$ cat src/rtl/ps2_host_tx_pkg.sv
// Shared PS/2 definitions: controller state encoding, default timing constants
// and the frame payload, used by the host transmit path and the receive path.
package ps2_host_tx_pkg;

  localparam int unsigned INHIBIT_CYCLES_DEF = 6000;    // 120 us at 50 MHz
  localparam int unsigned TIMEOUT_CYCLES_DEF = 750000;  // 15 ms at 50 MHz

  localparam int unsigned EDGE_W = 4;
  // Device falling edges 1..10 carry data, parity and stop; edge 11 is the ack
  localparam logic [EDGE_W-1:0] LAST_DATA_EDGE = 4'd8;
  localparam logic [EDGE_W-1:0] PARITY_EDGE    = 4'd9;
  localparam logic [EDGE_W-1:0] STOP_EDGE      = 4'd10;

  typedef enum logic [2:0] {
    ST_IDLE      = 3'd0,
    ST_INHIBIT   = 3'd1,
    ST_REQ       = 3'd2,
    ST_XFER      = 3'd3,
    ST_WAIT_IDLE = 3'd4
  } ps2_state_e;

  typedef struct packed {
    logic [7:0] data;
    logic       parity;
  } ps2_frame_t;

  function automatic logic odd_parity(input logic [7:0] b);
    return ~^b;
  endfunction

endpackage

$ cat src/rtl/ps2_line_sync.sv
// Two-flop synchroniser for one PS/2 line with registered falling-edge detect.
module ps2_line_sync (
  input  logic clock,
  input  logic resetn,
  input  logic line_i,
  output logic sync_o,
  output logic fe_o
);

  logic meta_q;
  logic sync_q;
  logic fe_q;

  // Lines idle high, so the flops reset to 1 and no edge is seen out of reset
  always_ff @(posedge clock or negedge resetn) begin
    if (!resetn) begin
      meta_q <= 1'b1;
      sync_q <= 1'b1;
      fe_q   <= 1'b0;
    end else begin
      meta_q <= line_i;
      sync_q <= meta_q;
      fe_q   <= sync_q & ~meta_q;
    end
  end

  assign sync_o = sync_q;
  assign fe_o   = fe_q;

endmodule

$ cat src/rtl/ps2_host_tx.sv
// PS/2 host-to-device transmitter: inhibit, request-to-send, clocked-out frame
// with odd parity, ack check and inter-edge timeout.
module ps2_host_tx
  import ps2_host_tx_pkg::*;
#(
  parameter int unsigned INHIBIT_CYCLES = INHIBIT_CYCLES_DEF,
  parameter int unsigned TIMEOUT_CYCLES = TIMEOUT_CYCLES_DEF
) (
  input  logic       clock,
  input  logic       resetn,
  input  logic [7:0] tx_data,
  input  logic       tx_valid,
  output logic       tx_ready,
  output logic       tx_done,
  output logic       tx_error,
  output logic       rx_inhibit,
  input  logic       ps2_clk_in,
  input  logic       ps2_dat_in,
  output logic       ps2_clk_drive_low,
  output logic       ps2_dat_drive_low
);

  localparam int unsigned ICNT_W = (INHIBIT_CYCLES > 1) ? $clog2(INHIBIT_CYCLES) : 1;
  localparam int unsigned TCNT_W = $clog2(TIMEOUT_CYCLES + 1);
  localparam logic [ICNT_W-1:0] ICNT_LAST  = ICNT_W'(INHIBIT_CYCLES - 1);
  localparam logic [TCNT_W-1:0] TCNT_LIMIT = TCNT_W'(TIMEOUT_CYCLES);

  logic clk_sync;
  logic clk_fe;
  logic dat_sync;
  logic dat_fe_unused;

  ps2_line_sync u_clk_sync (
    .clock  (clock),
    .resetn (resetn),
    .line_i (ps2_clk_in),
    .sync_o (clk_sync),
    .fe_o   (clk_fe)
  );

  ps2_line_sync u_dat_sync (
    .clock  (clock),
    .resetn (resetn),
    .line_i (ps2_dat_in),
    .sync_o (dat_sync),
    .fe_o   (dat_fe_unused)
  );

  ps2_state_e        state_q,  state_d;
  ps2_frame_t        frame_q,  frame_d;
  logic [ICNT_W-1:0] icnt_q,   icnt_d;
  logic [TCNT_W-1:0] tcnt_q,   tcnt_d;
  logic [EDGE_W-1:0] edge_q,   edge_d;
  logic              clk_drv_q, clk_drv_d;
  logic              dat_drv_q, dat_drv_d;
  logic              ready_q,  ready_d;
  logic              inhib_q,  inhib_d;
  logic              done_q,   done_d;
  logic              error_q,  error_d;

  // Next-state and next-output logic
  always_comb begin
    state_d   = state_q;
    frame_d   = frame_q;
    icnt_d    = icnt_q;
    tcnt_d    = tcnt_q;
    edge_d    = edge_q;
    clk_drv_d = clk_drv_q;
    dat_drv_d = dat_drv_q;
    done_d    = 1'b0;
    error_d   = 1'b0;

    case (state_q)
      ST_IDLE: begin
        if (tx_valid && ready_q) begin
          frame_d.data   = tx_data;
          frame_d.parity = odd_parity(tx_data);
          icnt_d         = '0;
          clk_drv_d      = 1'b1;
          state_d        = ST_INHIBIT;
        end
      end

      ST_INHIBIT: begin
        if (icnt_q == ICNT_LAST) begin
          dat_drv_d = 1'b1;
          tcnt_d    = '0;
          state_d   = ST_REQ;
        end else begin
          icnt_d = icnt_q + ICNT_W'(1);
        end
      end

      // Start bit is on the data line; hand the clock back to the device
      ST_REQ: begin
        clk_drv_d = 1'b0;
        dat_drv_d = 1'b1;
        edge_d    = '0;
        tcnt_d    = tcnt_q + TCNT_W'(1);
        state_d   = ST_XFER;
      end

      ST_XFER: begin
        if (clk_fe) begin
          tcnt_d = '0;
          if (edge_q == STOP_EDGE) begin
            if (!dat_sync) begin
              state_d = ST_WAIT_IDLE;
            end else begin
              error_d = 1'b1;
              state_d = ST_IDLE;
            end
          end else begin
            edge_d = edge_q + EDGE_W'(1);
            if (edge_q < LAST_DATA_EDGE) begin
              dat_drv_d = ~frame_q.data[edge_q[2:0]];
            end else if (edge_q + EDGE_W'(1) == PARITY_EDGE) begin
              dat_drv_d = ~frame_q.parity;
            end else begin
              dat_drv_d = 1'b0;
            end
          end
        end else if (tcnt_q == TCNT_LIMIT) begin
          error_d = 1'b1;
          state_d = ST_IDLE;
        end else begin
          tcnt_d = tcnt_q + TCNT_W'(1);
        end
      end

      ST_WAIT_IDLE: begin
        if (clk_fe) begin
          tcnt_d = '0;
        end else if (clk_sync && dat_sync) begin
          done_d  = 1'b1;
          state_d = ST_IDLE;
        end else if (tcnt_q == TCNT_LIMIT) begin
          error_d = 1'b1;
          state_d = ST_IDLE;
        end else begin
          tcnt_d = tcnt_q + TCNT_W'(1);
        end
      end

      default: begin
        state_d = ST_IDLE;
      end
    endcase

    // Lines are always released whenever the controller rests in IDLE
    if (state_d == ST_IDLE) begin
      clk_drv_d = 1'b0;
      dat_drv_d = 1'b0;
    end

    ready_d = (state_d == ST_IDLE);
    inhib_d = ~ready_d;
  end

  always_ff @(posedge clock or negedge resetn) begin
    if (!resetn) begin
      state_q   <= ST_IDLE;
      frame_q   <= '0;
      icnt_q    <= '0;
      tcnt_q    <= '0;
      edge_q    <= '0;
      clk_drv_q <= 1'b0;
      dat_drv_q <= 1'b0;
      ready_q   <= 1'b1;
      inhib_q   <= 1'b0;
      done_q    <= 1'b0;
      error_q   <= 1'b0;
    end else begin
      state_q   <= state_d;
      frame_q   <= frame_d;
      icnt_q    <= icnt_d;
      tcnt_q    <= tcnt_d;
      edge_q    <= edge_d;
      clk_drv_q <= clk_drv_d;
      dat_drv_q <= dat_drv_d;
      ready_q   <= ready_d;
      inhib_q   <= inhib_d;
      done_q    <= done_d;
      error_q   <= error_d;
    end
  end

  assign tx_ready          = ready_q;
  assign rx_inhibit        = inhib_q;
  assign tx_done           = done_q;
  assign tx_error          = error_q;
  assign ps2_clk_drive_low = clk_drv_q;
  assign ps2_dat_drive_low = dat_drv_q;

endmodule

$ cat config.mk
export PLATFORM = sky130hd
export DESIGN_NAME = ps2_host_tx
export DESIGN_NICKNAME = d
export VERILOG_FILES = /design/src/rtl/ps2_host_tx_pkg.sv /design/src/rtl/ps2_line_sync.sv /design/src/rtl/ps2_host_tx.sv
export SDC_FILE = /design/constraint.sdc
export NUM_CORES = 1
export LEC_CHECK = 0
export CORE_UTILIZATION = 54
export CTS_CLUSTER_SIZE = 16
export DETAILED_ROUTE_END_ITERATION = 8
export PLACE_DENSITY = 0.87
export RECOVER_POWER = 25
export SYNTH_ARGS = -nofsm -noshare
export SYNTH_HDL_FRONTEND = slang
export SYNTH_HIERARCHICAL = 1
export SYNTH_SLANG_ARGS = --single-unit
export TNS_END_PERCENT = 100
$ cat constraint.sdc
create_clock -name clock -period 1.8 [get_ports clock]
set_input_delay 0.36 -clock clock [delete_from_list [all_inputs] [get_ports clock]]
set_output_delay 0.36 -clock clock [all_outputs]
set_load 0.03 [all_outputs]
# After elaboration in Yosys (flattened, before gate mapping)
# Index checks and enable logic that the tools add are counted.
[word_totals]
ff_bits = 60
output_inout_bits = 6
elab_cells = 104
[op_classes]
eq_ne = 18
add_sub_neg = 3
muxes = 43
n_reduce_logical = 16
bitwise = 5
n_lt_le_gt_ge = 2
[op_table]
columns = ["op", "count"]
rows = [
  ["$mux 20", 5],
  ["$pmux 20 s4", 1],
  ["$mux 13", 2],
  ["$pmux 13 s2", 1],
  ["$mux 3", 8],
  ["$add 20x1->20 const B", 1],
  ["$eq 20x20->1 const B", 1],
  ["$mux 1", 18],
  ["$pmux 3 s5", 1],
  ["$add 13x1->13 const B", 1],
  ["$eq 13x13->1 const B", 1],
  ["$ne 3x3->1 const B", 3],
  ["$reduce_and 3->1", 3],
  ["$eq 4x4->1 const B", 2],
  ["$mux 4", 2],
  ["$ne 2x2->1 const B", 4],
  ["$pmux 4 s2", 1],
  ["$reduce_bool 4->1", 2],
  ["$reduce_xnor 8->1", 1],
  ["$eq 3x2->1 const B", 2],
  ["$logic_not 3->1", 2],
  ["$ne 3x2->1 const B", 2],
  ["$add 4x1->4 const B", 1],
  ["$lt 3x4->1 const B", 1],
  ["14 further kinds", 21],
]

# Logic depth before layout (Yosys ltp)
# Gate-level depths: netlist of run 1.
[depth]
ltp_word = 8
mapped_depth = 8
ltp_nobuf = 7

# Hierarchy
# Netlist of run 1, hierarchy kept.
[modules_own_cells]
columns = ["mod", "instances", "cells_per_inst", "area_per_inst_um2"]
rows = [
  ["ps2_host_tx", 1, 339, 3153.0],
  ["ps2_line_sync", 2, 4, 91.3],
]

# Least setup slack after synthesis of run 1
# Ideal clock, no wire load.
[synth_path]
path_type = "reg-to-reg"
from = "register icnt_q[0]"
to = "register tcnt_q[5]"
setup_ps = 92
n_path_buf = 1
path_stages_with_launch = 8
setup_slack_ps = -173
t_arrival_ps = 1881
cell_sequence = "dfrtp_1 > ha_1 > nand3_1 > nor4_4 > a31oi_2 > or2_1 > buf_6 > o31ai_2"
[synth_via]
elab_chain_cells = 3
[synth_rtl]
columns = ["element", "line", "text"]
rows = [
  ["start, declared", "ps2_host_tx.sv:51", "logic [ICNT_W-1:0] icnt_q, icnt_d;"],
  ["start signal, assigned", "ps2_host_tx.sv:176", "icnt_q <= icnt_d;"],
  ["$eq 13x13->1", "ps2_host_tx.sv:85", "if (icnt_q == ICNT_LAST) begin"],
  ["$ne 2x2->1 (no source line)", "--", ""],
  ["$reduce_and 3->1 (no source line)", "--", ""],
  ["end signal, assigned", "ps2_host_tx.sv:177", "tcnt_q <= tcnt_d;"],
  ["end, declared", "ps2_host_tx.sv:52", "logic [TCNT_W-1:0] tcnt_q, tcnt_d;"],
]
# Every way passes these cells.
# A chain may end at the register's enable or synchronous reset.

# Final worst setup path of run 1
[layout_path]
from = "register icnt_q[1]"
to = "register tcnt_q[7]"
# The elaborated chain is that of the path after synthesis.

==> metrics.md, run 1 <==
| Metric | Value |
|---|---|
| First-pass GRT wire length | 16,200 um |
| Setup slack, reg-to-reg | -320 ps |
| Startpoint types | register |
| Avg Inst Size Synth | 9.56 um2 |
| Slew Limit Headroom | -0.0106 |
| Largest net degree at the start of global routing | 61 |
| Clk buf depth | 2 |
| Core Region | 5920 um2 |
| Register area | 1510 um2 |
| Worst Hold Class | register to register |
| First-pass DRT Iterations | 5 |
| Final period util | 1.18 |
| Crit path capture type | register |
| Mapped Cells | 345 |
| Diodes inserted | 0 |
| Worst-Skew Late Latency | 350 ps |
| RSZ-0062 raised after global routing | yes |
| Mapped Nets | 364 |
| Vias/cell | 6.34 |
| Final Setup Violations | 36 |
| Post-route setup slack | -320 ps |
| Hold_sp | u_dat_sync/meta_q$_DFF_PN1_ |
| Total GRT Usage | 0.341 |
| Post-route DRC | 0 |
| Count of input and output buffers | 18 |
| RePlAce Congestion | 0.863 |
| Total gr overflow | 0 |
| Clk sinks | 60 |
| Num CTS Buffers | 9 |
| Maximum VDD drop | 670 uV |
| Total Routed Length | 10,800 um |
| Placed insts | 497 |
| Period minus WS final | 2120 ps |
| Drt wl/cell | 20.5 um |
| Worst Max-Slew Pin Slew | 1520 ps |
| Outcome | complete, but fails checks |
| Worst Setup SP | icnt_q[1]$_DFFE_PN0P_ |
| Setup TNS | -6500 ps |
| Die ar. | 6420 um2 |
| Top-Level Pins | 19 |
| Crit Path Class | register to register |
| Post-Place Worst Slack | -206 ps |
| Post-Syn Area | 3300 um2 |
| Vias in the first global route | 3,383 |
| Starting Density | 0.557 |
| First-iteration detailed-routing DRC count | 164 |
| Share of cells above drive strength 1 | 0.400 |
| Final Util | 0.812 |
| Final Non-Filler Cells | 527 |
| Crit Path Max Fanout | 6 |
| Via count | 3,339 |
| Clock Tree Root | clkbuf_8 |
| Syn-to-layout area delta | 45.9% |
| Total Nets Final | 466 |
| Fmax | 472 MHz |
| Cell Pwr Density | 596 nW/um2 |
| Clock transition at path regs | 80 ps |
| Hold buffer count at CTS | 0 |
| Detailed placement HPWL | 5740 um |
| Die W | 80.1 um |
| Worst Path Required | 2050 ps |
| Number of warnings issued by yosys | 6 |
| Final Max Tran Viols | 61 |
| Final Hold Fails | 0 |
| Area of the multi-input gates | 2100 um2 |
| Initial antenna violation count | 0 |
| Fillers | 322 |
| Layout Skew | 8.96 ps |
| Leak | 2.08 nW |
| Pwr Total | 2.87 mW |
| Post-route antenna net violation count | 0 |
| Clock H-tree levels | 3 |
| CTS tree | yes |
| Failing checks | capacitance limit, slew limit, setup timing |
| Max-Cap Viols | 1 |
| Cell Rows | 28 |
| Origin of the critical flop-to-flop path | icnt_q[1]$_DFFE_PN0P_ |
| Die height | 80.1 um |
| Critical path arrival | 2370 ps |
worst max-delay path, stage by stage, from the launching register on:
cell and delay, ps:
dfrtp_1 430, ha_4 180, nand3_4 100, nor4_4 350, buf_4 230, a31oi_4 140
or2_4 350, o41ai_2 250
flip-flops by register name, indices dropped and copies added, names as in the netlist:
signal             flops
icnt_q                13
tx_error               1
ps2_clk_drive_low      1
frame_q                9
edge_q                 4
tx_ready               1
ps2_dat_drive_low      1
tx_done                1
u_dat_sync/sync_o      1
tcnt_q                20
u_clk_sync/meta_q      1
u_dat_sync/meta_q      1
u_clk_sync/sync_o      1
state_q                3
u_clk_sync/fe_o        1
rx_inhibit             1
placed cells by master, fill, tap and decap left out, types with 4 or more instances in the layout:
cell,count
nor3_1,6
xor2_1,6
ha_1,5
nor2_1,25
clkdlybuf4s50_1,15
o21ai_2,9
o21a_1,5
a21oi_1,4
nand4_1,9
buf_6,9
o21ai_0,9
nand2_1,49
o21ai_1,9
dfrtp_1,55
o31ai_2,8
inv_1,10
xnor2_1,9
nand3_1,10
dfstp_2,5
nor4_4,5
buf_4,72
nor2b_1,5
clkbuf_8,9
layout make-up:
type | instances | area share
clock inverters | 7 | 0.0211
flip-flops and latches | 60 | 0.313
well taps | 75 | 0.0195
clock buffers | 9 | 0.0258
repair buffers | 101 | 0.174
multi-input cells | 264 | 0.437
inverters | 11 | 0.00858
per-layer routing:
layer  vias to the layer above  GRT usage  part of all wire
li1                       1463          -                 -
met1                      1646      0.391              0.38
met2                       178      0.598              0.51
met3                        52     0.0682             0.062
met4                         0      0.175             0.050
met5                         -          0                 0
report_power, final:
group | switching (mW) | internal [mW] | leakage [nW] | total (mW)
registers | 0.00553 | 1.36 | 0.768 | 1.36
logic | 0.0563 | 0.0474 | 1.21 | 0.104
clock network | 0.616 | 0.785 | 0.106 | 1.40
per-stage QoR:
| step | instance area, um2 | hold slack [ps] |
|---|---|---|
| 2_1_floorplan | 3320 | 64.4 |
| 3_3_place_gp | 4070 | 348 |
| 3_5_place_dp | 4070 | 347 |
| 4_1_cts | 4560 | 2.86 |
| 5_1_grt | 4810 | 362 |
| 6_report | 4810 | 354 |
final timing paths:
path,endpoint,depth (start not counted)
worst min register to register,u_dat_sync/sync_o$_DFF_PN1_,0
min in group asynchronous,tcnt_q[14]$_DFFE_PN0P_,2
worst max register to register,tcnt_q[7]$_DFFE_PN0P_,7
max in group asynchronous,tx_error$_DFF_PN0_,2
worst min-delay path,u_dat_sync/sync_o$_DFF_PN1_,0
worst max-delay path,tcnt_q[7]$_DFFE_PN0P_,7
repair_timing:
action,CTS,global route
setup buffers,8,4
resized for setup,42,42
setup endpoints to repair,32,40
gates cloned,2,0
pin swaps,15,21
(Power assumes the default switching activity.)
==> inputs of run 2 (changes only) <==
Settings changed: CORE_UTILIZATION 54 to 47, PLACE_DENSITY 0.87 to 0.79.
==> run 2 against run 1 <==
The run ends with setup timing left. Fmax rose by 8.3%. Flip-flop and latch count did not move. First-iteration DRC count fell by 34%. Worst hold slack improved by 12 ps. Clock-buffer cell count rose by 6. Die area rose by 15%. Sequential power barely moved. Clock skew rose by 2.6 ps. Combinational power fell by 6%.
==> metrics.md, run 2 (same netlist as run 1, synthesis figures left out) <==
| Metric | Value |
|---|---|
| RePlAce Congestion | 0.878 (was 0.863) |
| Vias in the first global route | 2,840 (was 3,383) |
| Period minus WS final | 1960 ps (was 2120 ps) |
| CTS tree | yes (unchanged) |
| Die ar. | 7350 um2 (was 6420 um2) |
| Design area | 4590 um2 (was 4810 um2) |
| Vias/cell | 5.63 (was 6.34) |
| Clock H-tree levels | 3 (unchanged) |
| Outcome | complete, but fails checks (unchanged) |
| Worst Max-Slew Pin Slew | 1480 ps (was 1520 ps) |
| Clk sinks | 60 (unchanged) |
| Die height | 85.8 um (was 80.1 um) |
| Post-route setup slack | -158 ps (was -320 ps) |
| Failing checks | setup timing (was capacitance limit, slew limit, setup timing) |
| Placed insts | 507 (was 497) |
| Cell Pwr Density | 603 nW/um2 (was 596 nW/um2) |
| Diodes inserted | 0 (unchanged) |
| Worst-Skew Late Latency | 340 ps (was 350 ps) |
| Largest net degree at the start of global routing | 61 (unchanged) |
| Top flop regs | tcnt_q x20, icnt_q x13, frame_q x9 (unchanged) |
| Fillers | 514 (was 322) |
| Maximum VDD drop | 562 uV (was 670 uV) |
| Crit Path Max Fanout | 5 (was 6) |
| Drt wl/cell | 15.9 um (was 20.5 um) |
| Core Region | 6790 um2 (was 5920 um2) |
| Crit path capture type | register (unchanged) |
| First-pass GRT wire length | 13,000 um (was 16,200 um) |
| RSZ-0062 raised after global routing | yes (unchanged) |
| Slew Limit Headroom | 0.0147 (was -0.0106) |
| Total Nets Final | 452 (was 466) |
| Total GRT Usage | 0.227 (was 0.341) |
| Clock Tree Root | clkbuf_8 (unchanged) |
| Detailed placement HPWL | 5250 um (was 5740 um) |
| Hold buffer count at CTS | 0 (unchanged) |
| Layout Skew | 11.5 ps (was 8.96 ps) |
| Final period util | 1.09 (was 1.18) |
| Startpoint types | register (unchanged) |
| Final Non-Filler Cells | 534 (was 527) |
| Worst Hold Class | register to register (unchanged) |
| Syn-to-layout area delta | 39.3% (was 45.9%) |
| Commonest cells after routing, fill and taps aside | 62 x buf_4, 52 x nand2_1, 51 x dfrtp_1 (was 72 x buf_4, 55 x dfrtp_1, 49 x nand2_1) |
| Dpl cell area | 4020 um2 (was 4070 um2) |
| Share of cells above drive strength 1 | 0.354 (was 0.400) |
| Starting Density | 0.485 (was 0.557) |
| Critical path arrival | 2220 ps (was 2370 ps) |
| Leak | 1.94 nW (was 2.08 nW) |
| Max reg flops | 20 (unchanged) |
| Num CTS Buffers | 9 (unchanged) |
| Clk buf depth | 2 (unchanged) |
| First-iteration detailed-routing DRC count | 108 (was 164) |
| Fmax | 511 MHz (was 472 MHz) |
| Total Routed Length | 8500 um (was 10,800 um) |
| Commonest non-fill, non-tap cell in the layout | buf_4 (unchanged) |
| Top-Level Pins | 19 (unchanged) |
| Worst Path Required | 2060 ps (was 2050 ps) |
| Final Hold Fails | 0 (unchanged) |
| Count of input and output buffers | 18 (unchanged) |
| Final Max Tran Viols | 0 (was 61) |
| Cell Rows | 30 (was 28) |
| Clock transition at path regs | 70 ps (was 80 ps) |
| Crit Path Class | register to register (unchanged) |
| Post-route DRC | 0 (unchanged) |
| Die W | 85.8 um (was 80.1 um) |
| Total gr overflow | 0 (unchanged) |
| Via count | 3,005 (was 3,339) |
| Final Setup Violations | 27 (was 36) |
| Initial antenna violation count | 0 (unchanged) |
| Biggest register | tcnt_q (unchanged) |
| Max-Cap Viols | 0 (was 1) |
| First-pass DRT Iterations | 4 (was 5) |
| Post-route antenna net violation count | 0 (unchanged) |
[run 2: changes by cell type in the layout (fill, tap and decap cells not counted), moves of 4 or more]
cell      previous run  this run
o21ai_1              9        13
dfrtp_2              0         4
clkbuf_8             9        13
dfrtp_1             55        51
buf_4               72        62
o31ai_2              8         2
o21ai_2              9         5
[run 2: final timing paths]
check | start | endpoint | slack, ps | cells past startpoint
setup / recovery | icnt_q[4]$_DFFE_PN0P_ | icnt_q[9]$_DFFE_PN0P_ | -160 | 6
hold / removal | u_dat_sync/meta_q$_DFF_PN1_ | u_dat_sync/sync_o$_DFF_PN1_ | 370 | 0
setup reg to reg | icnt_q[4]$_DFFE_PN0P_ | icnt_q[9]$_DFFE_PN0P_ | -160 | 6
hold reg to reg | u_dat_sync/meta_q$_DFF_PN1_ | u_dat_sync/sync_o$_DFF_PN1_ | 370 | 0
max in group asynchronous | resetn | state_q[0]$_DFF_PN0_ | 340 | 2
min in group asynchronous | resetn | tcnt_q[4]$_DFFE_PN0P_ | 450 | 2
[run 2: cell type report]
| type | instances | area (um2) | area share |
|---|---|---|---|
| Sequential cell | 60 | 1510 | 0.329 |
| Timing Repair Buffer | 88 | 727 | 0.158 |
| Clock inverter | 1 | 30.0 | 0.00654 |
| Multi-Input combinational cell | 263 | 1970 | 0.430 |
| Clock buffer | 15 | 186 | 0.0406 |
| Inverter | 11 | 41.3 | 0.00899 |
| Tap cell | 96 | 120 | 0.0262 |
[run 2: power breakdown]
group          switching, mW  leakage [nW]  internal [mW]  total (mW)
clock                  0.516         0.110          0.793        1.31
sequential           0.00535         0.763           1.36        1.36
combinational         0.0506          1.06         0.0473      0.0979
[run 2: worst max-delay path, cell delays in order (launching register included)]
cell and delay (ps):
dfrtp_1 390, or3b_4 410, or4_4 540, a21oi_4 220, buf_6 130, o31ai_1 70
a21oi_1 130
[run 2: routing by layer]
layer | track usage | wire length (um)
met5 | 0 | 0
met3 | 0.0587 | 351
met1 | 0.281 | 3640
met4 | 0.0909 | 196
met2 | 0.380 | 4320
[run 2: stage by stage]
step	power (mW)	TNS (ps)	util	hold WS (ps)	setup slack [ps]
global route	2.87	-5240	0.676	371	-248
CTS	2.80	-1380	0.638	14.8	-108
floorplan	1.42	-1380	-	64.4	-115
detailed placement	1.49	-1850	0.591	348	-226
finish	2.77	-2900	0.676	365	-158
global placement	1.49	-840	0.591	346	-78.8
[run 2: timing repair]
item                                    in CTS  in global routing
gates cloned                                 0                  1
pin swaps                                    6                 11
buffers inserted                             2                  8
gates resized for setup                     23                 42
endpoints found under the setup margin      31                 35
==> inputs of run 3 (changes only) <==
Settings changed: GPL_TIMING_DRIVEN set to 0.
==> run 3 against run 2 <==
The flow still finishes with violations (setup timing). Register-to-register slack lost 120 ps. Total power shrank 3.7%. Sequential power is essentially flat. Die area is the same. Clock skew shrank 0.61 ps. Worst setup slack lost 120 ps. Routed wire length shrank 13%. Non-clock buffer count shrank 39. Largest cell class unchanged. Highest routed layer unchanged.
==> metrics.md, run 3 (same netlist as run 1, synthesis figures left out) <==
| Metric | Value |
|---|---|
| Hold Slack | 117 ps (was 365 ps) |
| Worst Path Required | 2020 ps (was 2060 ps) |
| Vias/cell | 5.74 (was 5.63) |
| Total gr overflow | 0 (unchanged) |
| Layout Skew | 10.9 ps (was 11.5 ps) |
| Core Region | 6790 um2 (unchanged) |
| RePlAce Congestion | 0.818 (was 0.878) |
| Post-route DRC | 0 (unchanged) |
| Final Hold Fails | 0 (unchanged) |
| Clock transition at path regs | 70 ps (about the same) |
| Critical path arrival | 2310 ps (was 2220 ps) |
| Total Nets Final | 412 (was 452) |
| Max reg flops | 20 (unchanged) |
| Die height | 85.8 um (unchanged) |
| Worst-Skew Late Latency | 340 ps (about the same) |
| Fmax | 480 MHz (was 511 MHz) |
| Crit path capture type | register (unchanged) |
| Dpl cell area | 3640 um2 (was 4020 um2) |
| Die ar. | 7350 um2 (unchanged) |
| Detailed placement HPWL | 4730 um (was 5250 um) |
| Clk buf depth | 2 (unchanged) |
| RSZ-0062 raised after global routing | yes (unchanged) |
| CP peak stage delay | 420 ps (was 540 ps) |
| Pwr Total | 2.67 mW (was 2.77 mW) |
| Final Setup Violations | 28 (was 27) |
| Largest net degree at the start of global routing | 32 (was 61) |
| Worst path depth | 7 (was 6) |
| Crit path max-delay family | simple AND/OR/NAND/NOR gates (unchanged) |
| Post-route setup slack | -282 ps (was -158 ps) |
| Max-Cap Viols | 0 (unchanged) |
| Placed insts | 460 (was 507) |
| Period minus WS final | 2080 ps (was 1960 ps) |
| Design area | 4190 um2 (was 4590 um2) |
| Leak | 1.74 nW (was 1.94 nW) |
| Post-route antenna net violation count | 0 (unchanged) |
| Clk sinks | 60 (unchanged) |
| Total Routed Length | 7390 um (was 8500 um) |
| Top-Level Pins | 19 (unchanged) |
| Initial antenna violation count | 0 (unchanged) |
| Diodes inserted | 0 (unchanged) |
| Clock H-tree levels | 3 (unchanged) |
| Via count | 2,838 (was 3,005) |
| Failing checks | setup timing (unchanged) |
| Drt wl/cell | 15.0 um (was 15.9 um) |
| First-iteration detailed-routing DRC count | 205 (was 108) |
| Crit Path Class | register to register (unchanged) |
| Cell Rows | 30 (unchanged) |
| Startpoint types | register (unchanged) |
| Total GRT Usage | 0.210 (was 0.227) |
| Cell Pwr Density | 637 nW/um2 (was 603 nW/um2) |
| Final Util | 0.617 (was 0.676) |
| Slew Limit Headroom | 0.456 (was 0.0147) |
| Critical Path Slowest Stage Cell | dfrtp_1 (was or4_4) |
| Commonest non-fill, non-tap cell in the layout | nand2_1 (was buf_4) |
| Final Non-Filler Cells | 494 (was 534) |
| Top flop regs | tcnt_q x20, icnt_q x13, frame_q x9 (unchanged) |
| Biggest register | tcnt_q (unchanged) |
| First-pass GRT wire length | 12,100 um (was 13,000 um) |
| CTS tree | yes (unchanged) |
| Clock Tree Root | clkbuf_8 (unchanged) |
| Die W | 85.8 um (unchanged) |
| Worst Max-Slew Pin Slew | 817 ps (was 1480 ps) |
| Worst Hold Class | input port to asynchronous set/reset pin (was register to register) |
| Crit path cell chain | buf_4, or3b_4, o211a_1, buf_6, or2_4, buf_12, o41ai_2 (was or3b_4, or4_4, a21oi_4, buf_6, o31ai_1, a21oi_1) |
| Outcome | complete, but fails checks (unchanged) |
| First-pass DRT Iterations | 5 (was 4) |
| Share of cells above drive strength 1 | 0.234 (was 0.354) |
| Syn-to-layout area delta | 27.1% (was 39.3%) |
| Vias in the first global route | 2,594 (was 2,840) |
| Num CTS Buffers | 9 (unchanged) |
| Final period util | 1.16 (was 1.09) |
| Final Max Tran Viols | 0 (unchanged) |
| Worst reg2reg path depth | 7 (was 6) |
| Count of input and output buffers | 18 (unchanged) |
| Crit Path Max Fanout | 10 (was 5) |
| CP bufs+invs | 3 (was 1) |
| Maximum VDD drop | 611 uV (was 562 uV) |
| Commonest cells after routing, fill and taps aside | 53 x nand2_1, 52 x dfrtp_1, 26 x nor2_1 (was 62 x buf_4, 52 x nand2_1, 51 x dfrtp_1) |
| Starting Density | 0.485 (unchanged) |
| Hold buffer count at CTS | 0 (unchanged) |
## run 3: changes by cell type in the layout (fill, tap and decap cells not counted), sizes merged
cell,delta
clkbuf,+5
clkinv,+1
or2,-1
buf,-45
dlygate4sd3,+2
clkdlybuf4s50,-3
dlymetal6s2s,+1
## run 3: what timing repair did
item,in CTS,in global routing
resized for setup,19,29
pin swaps,8,4
buffers inserted,10,9
endpoints found under the setup margin,38,40
## run 3: layout make-up
type,count,area [um2]
Clock buffer,14,163
Timing Repair Buffer,38,340
Tap cell,96,120
Clock inverter,2,35.0
Sequential cell,60,1510
Fill cell,545,2610
Multi-Input combinational cell,262,1900
Buffer,11,82.6
Inverter,11,41.3
## run 3: per-stage QoR
stage,TNS [ps],worst slack [ps]
global placement,-97260,-1550
floorplan,-1380,-115
detailed placement,-10240,-361
CTS,-6630,-336
global route,-8360,-365
finish,-5420,-282
## run 3: final timing paths
| check | from | endpoint | slack [ps] |
|---|---|---|---|
| min | resetn | tcnt_q[18]$_DFFE_PN0P_ | 120 |
| min in group clock | u_dat_sync/meta_q$_DFF_PN1_ | u_dat_sync/sync_o$_DFF_PN1_ | 360 |
| max reg2reg | state_q[0]$_DFF_PN0_ | tcnt_q[15]$_DFFE_PN0P_ | -280 |
| max | state_q[0]$_DFF_PN0_ | tcnt_q[15]$_DFFE_PN0P_ | -280 |
| min reg2reg | u_dat_sync/meta_q$_DFF_PN1_ | u_dat_sync/sync_o$_DFF_PN1_ | 360 |
| max in group asynchronous | resetn | u_clk_sync/sync_o$_DFF_PN1_ | 980 |
## run 3: worst reg2reg max path, cell delays in order (launching register included)
cell     delay, ps
dfrtp_1        420
buf_4          190
or3b_4         420
o211a_1        160
buf_6          150
or2_4          270
buf_12         160
o41ai_2        200
## run 3: per-layer routing
metal	global-route usage	vias up	wire, um
li1	-	1354	-
met1	0.282	1381	3310
met2	0.327	93	3590
met4	0.0636	0	110
met5	0	-	0
met3	0.0683	10	373
## run 3: power breakdown
group,internal (mW),switching (mW),total (mW)
clock,0.715,0.494,1.21
sequential,1.36,0.00517,1.36
combinational,0.0464,0.0495,0.0958
total,2.12,0.548,2.67
